`config.mk`:
```
export PLATFORM = sky130hd
export DESIGN_NAME = prim_fifo_unpacker
export DESIGN_NICKNAME = d
export VERILOG_FILES = /design/src/rtl/prim_fifo_unpacker.sv
export SDC_FILE = /design/constraint.sdc
export NUM_CORES = 1
export LEC_CHECK = 0
export ABC_CLOCK_PERIOD_IN_PS = 4350
export BUFFER_PORTS_ARGS = -buffer_cell sky130_fd_sc_hd__clkbuf_2
export CAP_MARGIN = 20
export CORE_ASPECT_RATIO = 2
export CORE_MARGIN = 3
export CORE_UTILIZATION = 45
export DETAILED_ROUTE_END_ITERATION = 7
export MAX_ROUTING_LAYER = met4
export PLACE_DENSITY_LB_ADDON = 0.2
export SLEW_MARGIN = 25
export SYNTH_ARGS = -nofsm -noshare
export SYNTH_HDL_FRONTEND = slang
export SYNTH_SLANG_ARGS = --single-unit
```
`constraint.sdc`:
```
create_clock -name clk_i -period 4.35 [get_ports clk_i]
set_clock_uncertainty 0.1 [all_clocks]
set_input_delay 0.87 -clock clk_i [delete_from_list [all_inputs] [get_ports clk_i]]
set_output_delay 0.87 -clock clk_i [all_outputs]
set_load 0.05 [all_outputs]
```
`src/rtl/prim_fifo_unpacker.sv`:
```
// prim_fifo_unpacker
//   Width-down converter for a synchronous FIFO read port. Each InW-bit word
//   accepted on the input handshake is held in a single register and replayed
//   as Ratio = InW/OutW narrower beats on the output handshake. The last beat
//   of one word and the load of the next share a cycle, so there are no
//   bubbles between words.
//
//   Optional build macro: PRIM_UNPACKER_LAST_EN
//     defined   : out_last_o port present (valid & final beat of the word)
//     undefined : port absent, consumers decode out_beat_o instead
//
// Ports
//   clk_i        clock, all state on the rising edge
//   rst_i        synchronous reset, active high (dominates clr_i)
//   clr_i        synchronous flush, drops the held word
//   in_valid_i   word available (FIFO rvalid)
//   in_ready_o   word accepted this cycle (FIFO rready)
//   in_data_i    input word (FIFO rdata)
//   out_valid_o  beat valid
//   out_ready_i  consumer accepts beat
//   out_data_o   beat data, zero while idle
//   out_last_o   final beat of the word (PRIM_UNPACKER_LAST_EN only)
//   out_beat_o   index of the current beat within the word
module prim_fifo_unpacker #(
   parameter int unsigned InW      = 32,
   parameter int unsigned OutW     = 8,
   parameter bit          MsbFirst = 1'b0,
   localparam int unsigned Ratio   = InW / OutW,
   localparam int unsigned CntW    = (Ratio == 1) ? 1 : $clog2(Ratio)
) (
   input  logic            clk_i,
   input  logic            rst_i,
   input  logic            clr_i,
   input  logic            in_valid_i,
   output logic            in_ready_o,
   input  logic [InW-1:0]  in_data_i,
   output logic            out_valid_o,
   input  logic            out_ready_i,
   output logic [OutW-1:0] out_data_o,
`ifdef PRIM_UNPACKER_LAST_EN
   output logic            out_last_o,
`endif
   output logic [CntW-1:0] out_beat_o
);

   if (InW % OutW != 0) begin : g_bad_width
      $error("prim_fifo_unpacker: InW (%0d) must be a multiple of OutW (%0d)", InW, OutW);
   end

   logic [InW-1:0]  data_q, data_d;
   logic            valid_q, valid_d;
   logic [CntW-1:0] cnt_q, cnt_d;

   logic            last;
   logic            out_fire;
   logic            in_fire;
   logic [CntW-1:0] sel;
   logic [OutW-1:0] beat;

   assign last     = (cnt_q == CntW'(Ratio - 1));
   assign out_fire = valid_q & out_ready_i;

   // Ready depends only on state, clr and the consumer, never on in_valid_i,
   // so the FIFO side sees no combinational loop through this block.
   assign in_ready_o = ~rst_i & ~clr_i & (~valid_q | (out_fire & last));
   assign in_fire    = in_valid_i & in_ready_o;

   // Beat select: the counter always walks 0..Ratio-1; MsbFirst just mirrors
   // which slice of the held word that index maps to.
   always_comb begin
      sel  = MsbFirst ? (CntW'(Ratio - 1) - cnt_q) : cnt_q;
      beat = '0;
      for (int unsigned i = 0; i < Ratio; i++) begin
         if (sel == CntW'(i)) beat = data_q[i*OutW +: OutW];
      end
   end

   always_comb begin
      data_d  = data_q;
      valid_d = valid_q;
      cnt_d   = cnt_q;
      if (clr_i) begin
         // A beat may still fire this cycle, but whatever remains is dropped.
         data_d  = '0;
         valid_d = 1'b0;
         cnt_d   = '0;
      end else if (in_fire) begin
         // Covers both an empty register and the last-beat/reload overlap.
         data_d  = in_data_i;
         valid_d = 1'b1;
         cnt_d   = '0;
      end else if (out_fire) begin
         if (last) begin
            valid_d = 1'b0;
            cnt_d   = '0;
         end else begin
            cnt_d = cnt_q + CntW'(1);
         end
      end
   end

   always_ff @(posedge clk_i) begin
      if (rst_i) begin
         data_q  <= '0;
         valid_q <= 1'b0;
         cnt_q   <= '0;
      end else begin
         data_q  <= data_d;
         valid_q <= valid_d;
         cnt_q   <= cnt_d;
      end
   end

   assign out_valid_o = valid_q;
   assign out_beat_o  = cnt_q;
   assign out_data_o  = valid_q ? beat : '0;
`ifdef PRIM_UNPACKER_LAST_EN
   assign out_last_o  = valid_q & last;
`endif

endmodule
```
# After elaboration in Yosys (flattened, before gate mapping)
# Cells that the tools add are included.
# totals
inputBits	37
latchBits	0
reg_bits	35
ramBits	0
word_cells	31
romBits	0
memories	0
# classes
bitwise	9
order_cmp	0
n_eq_ne	3
div	0
add_sub_neg	1
n_mul	0
shift	0
reduce_logical	6
n_mux	9
# ops
operator	n
8-bit 2-to-1 mux	5
1-bit bitwise AND	5
2-bit == test (second input constant)	2
2-bit nonzero test	2
1-bit 2-to-1 mux	3
1-bit inverter	3
3-bit OR reduction	1
2-bit by 1-bit adder with 2-bit output (second input constant)	1
2-bit by 1-bit == test with 1-bit output (second input constant)	1
2-bit zero test	1
2-bit 2-to-1 mux	1
2-bit AND reduction	1
2-bit OR reduction	1
1-bit bitwise OR	1

# Logic depth before layout (Yosys ltp)
# logic_depth
ltp_word	7
depth_mapped	7
ltp_nobuf	5

# Worst setup path after synthesis
# Ideal clock, no wire load.
# synth_timing
path_type	register to output
start	register cnt_q[1], in the netlist out_beat_o[1]
end	output out_data_o[6]
t_arrival_ns	2.701
path_slack_ns	0.679
path_buffers	2
path_stages_with_launch	8
path_cell_list	dfxtp_1 inv_1 ha_1 buf_2 nor2b_1 buf_2 a221oi_1 o31ai_1
# synth_via
elab_chain_cells	6
word_cells_on_any_way	9
cone_classes	3 x eq/ne; 5 x mux; 1 x reduce/logical
# synth_rtl
element	line	rtl
from (decl)	52	logic [CntW-1:0] cnt_q, cnt_d;
from (signal assigned)	110	cnt_q <= cnt_d;
2-bit zero test	74	if (sel == CntW'(i)) beat = data_q[i*OutW +: OutW];
8-bit 2-to-1 mux (3 in a row)	74	
8-bit 2-to-1 mux *	74	
8-bit 2-to-1 mux *	116	assign out_data_o = valid_q ? beat : '0;
to (decl)	39	output logic [OutW-1:0] out_data_o,
# Mark *: on every way between the ends. The rest lies on a longest branch, timed or not.

# Worst setup path in the final report
# layout_timing
start	register cnt_q[1], in the netlist out_beat_o[1]
end	output out_data_o[4]
# The elaborated chain is that of the path after synthesis.

==> key figures <==
Status
  • Outcome: finished, final reports clean

Synth
  • Avg Cell Area, Syn: 10.9 um2
  • Number of synthesized register bits: 35
  • EDFF count, synth: 0
  • Syn nets: 175
  • Post-Syn Area: 1470 um2
  • Synth top cells by count: dfxtp_1, a22o_1, nor2b_1
  • Most frequent cell after synthesis: dfxtp_1
  • Primary FF master, synth: dfxtp_1
  • Post-synthesis sequential area ratio: 47.8%
  • Synth cell types: 20
  • Post-synthesis cell count: 134
  • Synth warn: 0
  • Synth area leader: dfxtp_1
  • Ranking of synthesized cells by area: dfxtp_1, a22o_1, a221oi_1
  • FFs w/ async S/R, synth: 0%
  • Yosys top cell area share: 47.8%

Power and ir drop
  • Clock power frac: 36.7%
  • Sequential power share: 55.1%
  • Power Internal: 0.466 mW
  • Switching Share: 24.1%
  • VDD IR max: 0.291 mV
  • Net Sw Power: 0.148 mW
  • Pwr Density: 350 nW/um2
  • Lkg Pwr: 0.769 nW
  • Combinational Power Share: 8.2%

Routing
  • Post-DRT Antenna Nets: 0
  • Drt pass-1 iters: 4
  • Drt via density: 5.68
  • Total number of vias: 1181
  • DR DRC count: 0
  • DRT iter0 DRCs: 12
  • Final wirelength: 3.19 mm
  • DR WL/cell: 15.3 um

Floorplan
  • CORE AREA: 3050 um2
  • Initial core utilization: 48.1%
  • Die area: 4020 um2
  • I/O pin count: 49
  • Die width: 46.3 um
  • # rows: 28
  • Die Y: 86.7 um

Setup path
  • Crit start category: flip-flop
  • CP max stage cell: nor2b_1
  • Max stage delay on crit path: 0.45 ns
  • Crit path DAT: 2.33 ns
  • Worst EP required: 3.38 ns
  • Worst-path maximum fanout: 9
  • Worst path cell trace: inv_1 > ha_1 > nor2b_1 > a221oi_1 > o31ai_1 > clkbuf_2
  • R2R cell count: 4
  • Crit Path Class: flip-flop to output pin
  • Critical path endpoint category: output pin

CTS
  • CTS Buffer Depth: 2
  • Clk root buf: clkbuf_8
  • Clock transition at path regs: 0.07 ns
  • Later-pin clock latency in the skew report: 0.28 ns
  • H-tree levels: 2
  • CTS tree: done
  • CTS buffer count: 5
  • Setup Fix Bufs, Post-CTS: 0
  • Cts repair resizes: 0
  • CTS sink cnt: 35
  • Post-CTS Hold Buffers: 0

STA
  • Worst hold margin: 0.384 ns
  • Total negative slack: 0 ns
  • RSZ-0062 raised after global routing: false
  • Crit path time final: 3.30 ns
  • Rel. slew slack: 59.0%
  • Max frequency: 0.303 GHz
  • Final critical-path share of the clock period: 75.8%
  • Slew @ Worst Pin: 0.615 ns
  • Final slew viol count: 0
  • Hold Vio Cnt, Final: 0
  • Final setup fails: 0

Place
  • Port bufs: 48
  • GPL Wtd Cong: 0.700
  • Post-DP HPWL: 2.42 mm

Worst hold path
  • Hold depth: 1
  • Tightest Hold Check Type: flip-flop to flip-flop

Global routing
  • Largest net degree at the start of global routing: 35
  • Initial antenna violation count: 0
  • Total Routing Usage GR: 18.1%
  • Congestion Overflow GR: 0
  • First-pass GRT wire length: 5.11 mm
  • Vias in the first global route: 1127

Cells and area
  • Layout cell share with drive strength beyond 1: 33.7%
  • Nets: 218
  • Fill cells: 271
  • Area grow syn2layout: 19.7%
  • Antenna diodes: 0

Run
  • Maximum Capacitance Violations: 0
power groups by stage:
stage          registers (mW)  clock network, mW  logic [mW]
6_report                0.338              0.225      0.0503
5_1_grt                 0.339              0.249      0.0552
4_1_cts                 0.338              0.231      0.0507
3_5_place_dp            0.345                  0      0.0506
3_3_place_gp            0.345                  0      0.0492
2_1_floorplan           0.344                  0      0.0309
cell families (layout without fill, tap and decap cells):
group	Yosys count	in the layout	share of synthesized area [%]
compound gates	52	52	30.8
flops	35	35	47.8
simple gates	26	26	10.6
buf+inv	16	60	6.66
fa+ha+maj	4	4	3.42
mux	1	1	0.683
routing by layer:
layer	global-route usage [%]	vias up	wire, um
li1	-	603	-
met1	20.3	535	1270
met2	28.1	39	1660
met3	6.65	4	231
met4	6.99	0	31
met5	-	-	0
per-stage QoR:
| stage | instance area (um2) | utilization, % | std cells | power, mW | setup slack, ns |
|---|---|---|---|---|---|
| after floorplan | 1470 | - | 134 | 0.375 | 0.679 |
| after global placement | 1660 | 54.6 | 200 | 0.394 | 1.46 |
| after detailed placement | 1660 | 54.6 | 200 | 0.396 | 1.36 |
| after CTS | 1750 | 57.5 | 208 | 0.620 | 1.05 |
| after global routing | 1750 | 57.6 | 208 | 0.644 | 0.833 |
| final | 1750 | 57.6 | 208 | 0.614 | 1.05 |
registers in the layout (all words and copies together) (netlist names):
register	count
data_q	32
out_beat_o	2
out_valid_o	1
layout make-up:
cell class	count	area, um2	area share (%)
tap	30	37.5	2.14
inverter	3	11.3	0.642
multi-input combinational	83	668	38.1
clock inverter	3	20.0	1.14
sequential	35	701	39.9
clock buffer	5	68.8	3.92
timing repair buffer	49	248	14.1
critical path: cells and delay by family (launching register included):
| family | cells | cell delay (ns) |
|---|---|---|
| AO/OA/AOI/OAI | 2 | 0.48 |
| AND/OR/NAND/NOR | 1 | 0.45 |
| buffers and inverters | 2 | 0.42 |
| flip-flops | 1 | 0.40 |
| adder cells (fa/ha/maj) | 1 | 0.29 |
cell usage in the layout (no fill, tap or decap):
cell type	count
clkbuf_2	48
nand2b_1	1
o21a_2	1
ha_1	4
a22o_1	32
o21a_1	1
nor2b_1	10
nor2_1	2
nor3_1	1
clkinvlp_4	2
o31ai_1	8
clkinv_2	1
mux2i_1	1
nor4_4	1
inv_1	3
clkbuf_8	5
a221oi_1	8
dfxtp_1	35
a21boi_1	1
buf_4	1
nand3_1	9
nand2_1	2
a21boi_4	1
worst paths after layout:
check                              startpoint            end  slack [ns]
worst max register to register  out_beat_o[0]     data_q[21]        2.38
worst max-delay path            out_beat_o[1]  out_data_o[4]        1.05
worst min-delay path               data_q[30]     data_q[30]        0.38
worst min register to register     data_q[30]     data_q[30]        0.38
(Power assumes the default switching activity.)
